### config.mk
export PLATFORM = sky130hd
export DESIGN_NAME = digit_step_ctrl_flat
export DESIGN_NICKNAME = d
export VERILOG_FILES = /design/src/rtl/digit_step_ctrl_if.sv /design/src/rtl/digit_step_ctrl.sv /design/src/flat_wrapper.sv
export SDC_FILE = /design/constraint.sdc
export NUM_CORES = 1
export LEC_CHECK = 0
export BUFFER_PORTS_ARGS = -buffer_cell sky130_fd_sc_hd__buf_4
export CAP_MARGIN = 30
export CORE_ASPECT_RATIO = 2
export CORE_MARGIN = 5
export CORE_UTILIZATION = 30
export DETAILED_ROUTE_END_ITERATION = 8
export HOLD_SLACK_MARGIN = 0.15
export PLACE_DENSITY = 0.45
export SLEW_MARGIN = 20
export SYNTH_ARGS = -nofsm -noshare
export SYNTH_HDL_FRONTEND = slang
export SYNTH_SLANG_ARGS = --single-unit
### constraint.sdc
create_clock -name clk -period 1.88 [get_ports clk]
set_clock_uncertainty 0.05 [all_clocks]
set_input_delay 0.282 -clock clk [delete_from_list [all_inputs] [get_ports clk]]
set_output_delay 0.282 -clock clk [all_outputs]
set_load 0.01 [all_outputs]
### src/rtl/digit_step_ctrl_if.sv
// Bundle of step-controller signals between the control source and digit_step_ctrl.
//   btn_up, btn_down : raw asynchronous buttons (1 = pressed)
//   tick             : synchronous one-cycle count enable
//   run              : 1 = count on tick, 0 = set mode (buttons step)
//   add, sub         : one-cycle units step pulses
//   addb, subb       : one-cycle carry/borrow pulses into tens
//   wrap             : one-cycle 59<->00 wrap pulse
//   units, tens      : registered digit values
interface digit_step_ctrl_if;
    logic       btn_up;
    logic       btn_down;
    logic       tick;
    logic       run;
    logic       add;
    logic       sub;
    logic       addb;
    logic       subb;
    logic       wrap;
    logic [3:0] units;
    logic [3:0] tens;

    // Source side: drives the step controls, observes the digits and pulses.
    modport master (
        output btn_up, btn_down, tick, run,
        input  add, sub, addb, subb, wrap, units, tens
    );

    // Controller side.
    modport slave (
        input  btn_up, btn_down, tick, run,
        output add, sub, addb, subb, wrap, units, tens
    );
endinterface

### src/rtl/digit_step_ctrl.sv
// Two-digit (tens 0-5, units 0-9) step controller. Owns the digit registers and emits
// registered one-cycle add/sub/addb/subb/wrap pulses for the downstream digit adders.
// Buttons are synchronised (2 flops), debounced and rising-edge detected.
//   clk    : rising-edge clock
//   rst    : asynchronous active-high reset
//   io_bus : digit_step_ctrl_if.slave (buttons, tick, run in; digits, pulses out)
module digit_step_ctrl #(
    parameter int unsigned DB_CYCLES = 16
) (
    input logic              clk,
    input logic              rst,
    digit_step_ctrl_if.slave io_bus
);

    localparam int unsigned CntW = $clog2(DB_CYCLES + 1);
    localparam logic [CntW-1:0] CntLast = CntW'(DB_CYCLES - 1);

    // Index 0 = up button, 1 = down button.
    logic [1:0]      w_raw;
    logic [1:0]      r_meta;
    logic [1:0]      r_sync;
    logic [1:0]      r_stable;
    logic [1:0]      r_press;
    logic [CntW-1:0] r_cnt [2];

    logic       r_add, r_sub, r_addb, r_subb, r_wrap;
    logic [3:0] r_units, r_tens;

    logic       w_up_req, w_dn_req, w_do_up, w_do_dn;
    logic       w_add, w_sub, w_addb, w_subb, w_wrap;
    logic [3:0] w_units, w_tens;

    assign w_raw = {io_bus.btn_down, io_bus.btn_up};

    always_ff @(posedge clk or posedge rst) begin
        if (rst) begin
            r_meta <= '0;
            r_sync <= '0;
        end else begin
            r_meta <= w_raw;
            r_sync <= r_meta;
        end
    end

    // Debounce: the stable level flips after DB_CYCLES consecutive disagreeing cycles.
    // The press pulse is registered on the same edge as the 0->1 flip.
    always_ff @(posedge clk or posedge rst) begin
        if (rst) begin
            r_stable <= '0;
            r_press  <= '0;
            for (int i = 0; i < 2; i++) begin
                r_cnt[i] <= '0;
            end
        end else begin
            for (int i = 0; i < 2; i++) begin
                r_press[i] <= 1'b0;
                if (r_sync[i] == r_stable[i]) begin
                    r_cnt[i] <= '0;
                end else if (r_cnt[i] == CntLast) begin
                    r_cnt[i]    <= '0;
                    r_stable[i] <= r_sync[i];
                    r_press[i]  <= r_sync[i];
                end else begin
                    r_cnt[i] <= r_cnt[i] + 1'b1;
                end
            end
        end
    end

    // Presses arriving in run mode are simply dropped here, never queued.
    assign w_up_req = (io_bus.run & io_bus.tick) | (~io_bus.run & r_press[0]);
    assign w_dn_req = ~io_bus.run & r_press[1];
    assign w_do_up  = w_up_req & ~w_dn_req;
    assign w_do_dn  = w_dn_req & ~w_up_req;

    always_comb begin
        w_units = r_units;
        w_tens  = r_tens;
        w_add   = 1'b0;
        w_sub   = 1'b0;
        w_addb  = 1'b0;
        w_subb  = 1'b0;
        w_wrap  = 1'b0;
        if (w_do_up) begin
            w_add = 1'b1;
            if (r_units < 4'd9) begin
                w_units = r_units + 4'd1;
            end else begin
                w_units = 4'd0;
                w_addb  = 1'b1;
                if (r_tens < 4'd5) begin
                    w_tens = r_tens + 4'd1;
                end else begin
                    w_tens = 4'd0;
                    w_wrap = 1'b1;
                end
            end
        end else if (w_do_dn) begin
            w_sub = 1'b1;
            if (r_units != 4'd0) begin
                w_units = r_units - 4'd1;
            end else begin
                w_units = 4'd9;
                w_subb  = 1'b1;
                if (r_tens != 4'd0) begin
                    w_tens = r_tens - 4'd1;
                end else begin
                    w_tens = 4'd5;
                    w_wrap = 1'b1;
                end
            end
        end
    end

    always_ff @(posedge clk or posedge rst) begin
        if (rst) begin
            r_units <= 4'd0;
            r_tens  <= 4'd0;
            r_add   <= 1'b0;
            r_sub   <= 1'b0;
            r_addb  <= 1'b0;
            r_subb  <= 1'b0;
            r_wrap  <= 1'b0;
        end else begin
            r_units <= w_units;
            r_tens  <= w_tens;
            r_add   <= w_add;
            r_sub   <= w_sub;
            r_addb  <= w_addb;
            r_subb  <= w_subb;
            r_wrap  <= w_wrap;
        end
    end

    assign io_bus.units = r_units;
    assign io_bus.tens  = r_tens;
    assign io_bus.add   = r_add;
    assign io_bus.sub   = r_sub;
    assign io_bus.addb  = r_addb;
    assign io_bus.subb  = r_subb;
    assign io_bus.wrap  = r_wrap;

endmodule

### src/flat_wrapper.sv
// flat-port wrapper written by rule: the top's interface ports become plain ports
module digit_step_ctrl_flat 
#(
    parameter int unsigned DB_CYCLES = 16
)
  (clk, rst, io_bus_btn_up, io_bus_btn_down, io_bus_tick, io_bus_run, io_bus_add, io_bus_sub, io_bus_addb, io_bus_subb, io_bus_wrap, io_bus_units, io_bus_tens);
  digit_step_ctrl_if io_bus_i ();
  input logic clk;
  input logic rst;
  input wire logic [$bits(io_bus_i.btn_up)-1:0] io_bus_btn_up;
  input wire logic [$bits(io_bus_i.btn_down)-1:0] io_bus_btn_down;
  input wire logic [$bits(io_bus_i.tick)-1:0] io_bus_tick;
  input wire logic [$bits(io_bus_i.run)-1:0] io_bus_run;
  output wire logic [$bits(io_bus_i.add)-1:0] io_bus_add;
  output wire logic [$bits(io_bus_i.sub)-1:0] io_bus_sub;
  output wire logic [$bits(io_bus_i.addb)-1:0] io_bus_addb;
  output wire logic [$bits(io_bus_i.subb)-1:0] io_bus_subb;
  output wire logic [$bits(io_bus_i.wrap)-1:0] io_bus_wrap;
  output wire logic [$bits(io_bus_i.units)-1:0] io_bus_units;
  output wire logic [$bits(io_bus_i.tens)-1:0] io_bus_tens;
  assign io_bus_i.btn_up = io_bus_btn_up;
  assign io_bus_i.btn_down = io_bus_btn_down;
  assign io_bus_i.tick = io_bus_tick;
  assign io_bus_i.run = io_bus_run;
  assign io_bus_add = io_bus_i.add;
  assign io_bus_sub = io_bus_i.sub;
  assign io_bus_addb = io_bus_i.addb;
  assign io_bus_subb = io_bus_i.subb;
  assign io_bus_wrap = io_bus_i.wrap;
  assign io_bus_units = io_bus_i.units;
  assign io_bus_tens = io_bus_i.tens;
  digit_step_ctrl #(.DB_CYCLES(DB_CYCLES)) u_core (.clk(clk), .rst(rst), .io_bus(io_bus_i));
endmodule
==> flow_summary_export.csv <==
group,metric,value,unit
status,status,"complete, no violations",
setup_path,reg2reg_slack,70,ps
clock_network,clk_pin_slew,70,ps
clock_network,clkSinkCount,31,
setup_path,critPathKind,"reg -> reg",
grt,grt_overflow,0,
hold_path,hold-path-cell-count,0,
synthesis,yosys.area.top_type,"dfrtp_1",
synthesis,synth_fp_nets,163,
job,drv_cap,0,
floorplanning,start_util,30.9,%
synthesis,synth.most_common_cell,"dfrtp_1",
synthesis,synthCells,147,
routing,vias_per_cell,4.91,
placement,numPortBuffers,18,
timing,slew_headroom,73.0,%
cells_and_area,fill_cells,512,
synthesis,synth_top_area_share,48.9,%
synthesis,synth_cell_types,42,
grt,antenna_found_initial,0,
floorplanning,core-area,0.00514,sq mm
routing,wl,3360,um
clock_network,root_buffer,"clkbuf_8",
floorplanning,fp.dieH,113,um
synthesis,yosysWarnings,0,
setup_path,r2r-end,"u_core.io_bus.tens[1]",
timing,maxSlewViolCount,0,
hold_path,min_from,"u_core.r_meta[1]",
setup_path,reg2regPathDepth,6,
routing,via_count,1183,
power,vdd_drop_max,0.000501,V
power,swShare,36.8,%
power,powerDensity,1180,mW/mm^2
routing,routedWlPerCell,14.0,um
floorplanning,rows,37,
synthesis,synthTopCellsByCount,"31 x dfrtp_1, 19 x nor2_1, 12 x inv_1, 10 x ha_1",
setup_path,critPathTopFamily,"multiplexers",
cells_and_area,final_util,38.3,%
cells_and_area,area_growth,24.1,%
routing,drt_iter0_drc,20,
placement,hpwl,2480,um
setup_path,end_kind,"flop",
power,p_switching,0.858,mW
timing,max_freq,554,MHz
cells_and_area,nets,198,
hold_path,hold_path_class,"reg -> reg",
hold_path,hold_end,"u_core.r_sync[1]",
grt,grt_pass1_wl,5690,um
setup_path,required,2000,ps
routing,antenna_violating_nets_post_route,0,
synthesis,yosysSeqAreaShare,48.9,%
grt,use_met1,11.5,%
clock_network,clockBufferDepth,2,
cells_and_area,multiInputGateArea,741,sq um
power,power_frac_comb,38.9,%
synthesis,syn_avg_cell_area,10.8,sq um
cells_and_area,drive_above_1_share,25.7,%
timing,final-hold-violation-count,0,
timing,fin_crit_sh,96.0,%
synthesis,synth_edf_count,0,
setup_path,r2r-start,"u_core.r_press[0]",
setup_path,worst_path_largest_cell_delay,370,ps
power,internal-power,1.47,mW
setup_path,crit_buf_inv,2,
cells_and_area,regArea,776,sq um
floorplanning,ios,19,
timing,worst_pin_slew,405,ps
timing,min_period,1810,ps
floorplanning,die_area,0.00694,sq mm
placement,gp_congestion,0.701,
clock_network,htree_levels,2,
clock_network,cts_tree,"built",
clock_network,cts_made_buffers,5,
grt,use_met2,19.9,%
synthesis,synth_ff_type,"dfrtp_1",
grt,grtUsageMet3,2.40,%
power,leakage,0.988,nW
timing,setup_viol,0,
synthesis,ys_seq_elements,31,
setup_path,critical_path.slowest_cell,"dfrtp_1",
synthesis,netlist_area,0.00159,sq mm
grt,busiest_layer,"met2",
floorplanning,die_w,61.4,um
power,seqPwrFrac,39.3,%
setup_path,critical_path_arrival,1920,ps
cells_and_area,antenna_cells,0,
synthesis,synthTopCellsByArea,"dfrtp_1 49%, ha_1 7.9%, nor2_1 4.5%, xor2_1 3.3%, inv_1 2.8%",
grt,grt_max_degree,32,
synthesis,synthArstFlopShare,100,%
setup_path,cp_cell_sequence,"mux2i_1, inv_1, ha_2, buf_4, a32oi_4, mux2_4",
clock_network,clk-insertion-delay-late,280,ps
grt,grt_pass1_vias,1198,
setup_path,cp-start-kind,"flop",
power,clkPwrFrac,21.8,%
routing,dr.pass1.iters,4,
grt,gr-usage-all-layers,11.0,%
power,total_power,2.33,mW
setup_path,critPathMaxFanout,7,
routing,remaining_drc_errors,0,
metrics by stage:
step / TNS, ps / cell area, sq um / hold WS, ps / cells / setup slack, ps
detailed placement: -0.413 / 1830 / 287 / 229 / -0.413
global route: -4.70 / 1970 / 328 / 241 / -4.70
CTS: 0 / 1940 / 309 / 240 / 60.6
global placement: 0 / 1830 / 289 / 229 / 13.8
floorplan: 0 / 1590 / 263 / 147 / 151
finish: 0 / 1970 / 307 / 241 / 74.5
metal layers:
layer  wire (um)  vias up  share of wire (%)
met5           0        -                  0
met4          70        0                2.1
met3         136        6                4.0
met2        1910       28                 57
met1        1250      570                 37
li1            -      579                  -
logic make-up (layout without fill, tap and decap cells):
kind of cell,after synthesis,after routing,share of synthesized area (%)
adders and majority gates,10,10,7.88
xor gates and xnor gates,6,6,3.31
DFF,31,31,48.9
and+or+nand+nor,52,52,18.0
AOI/OAI and AO/OA,26,26,12.8
muxes,5,5,3.39
buffers and inverters,17,53,5.67
worst reg2reg max path, stage by stage (launching register included):
cell and delay (ps):
dfrtp_1 370, mux2i_1 180, inv_1 70, ha_2 210
buf_4 160, a32oi_4 330, mux2_4 330
power groups by stage:
stage / logic, mW / registers [mW] / clock network (mW)
2_1_floorplan: 0.550 / 0.931 / 0
3_3_place_gp: 0.872 / 0.922 / 0
3_5_place_dp: 0.900 / 0.931 / 0
4_1_cts: 0.906 / 0.918 / 0.533
5_1_grt: 1.01 / 0.941 / 0.565
6_report: 0.906 / 0.916 / 0.508
layout make-up:
cell class,count,share of cell area [%]
multi-input combinational,99,37.6
tap,58,3.68
inverter,12,2.29
timing repair buffer,33,13.0
clock buffer,7,3.87
clock inverter,1,0.254
sequential,31,39.4
worst max path at each step:
stage	startpoint	end	slack, ps	depth (start not counted)
after floorplan	u_core.r_press[0]	u_core.io_bus.tens[2]	150	8
after global placement	io_bus_run	u_core.io_bus.tens[1]	10	7
after detailed placement	io_bus_run	u_core.io_bus.tens[1]	-0.4	7
after CTS	u_core.r_press[0]	u_core.io_bus.tens[1]	60	6
after global routing	u_core.r_press[0]	u_core.io_bus.tens[1]	-5	6
final	u_core.r_press[0]	u_core.io_bus.tens[1]	70	6
flip-flops by register name, summed over array words and instances, names as in the netlist, 2 cells and up:
signal               flops
u_core.r_stable          2
u_core.r_meta            2
u_core.r_cnt            10
u_core.r_press           2
u_core.io_bus.tens       4
u_core.r_sync            2
u_core.io_bus.units      4
layout by cell type, fill, tap and decap left out, types with 2 or more instances in the layout:
cell and count:
and3_1 3, o21ai_1 2, clkbuf_8 5, buf_4 30
nand2_1 6, mux2_2 2, dlygate4sd3_1 3, nor3_1 2
nand2b_1 3, o21ai_0 4, nor4_1 2, and2_1 2
ha_1 8, xor2_1 6, inv_1 12, mux2i_1 2
nand3_1 6, clkbuf_1 2, nor2_1 19, a21oi_1 2
nor4b_1 2, dfrtp_1 31, o31ai_1 4, a211oi_1 2
timing repair:
item,4_1_cts,5_1_grt
hold buffers,3,0
endpoints found under the setup margin,0,6
gates resized for setup,0,5
hold endpoints to repair,33,0
buffers inserted,0,2
Power figures use the tool's default switching activity.
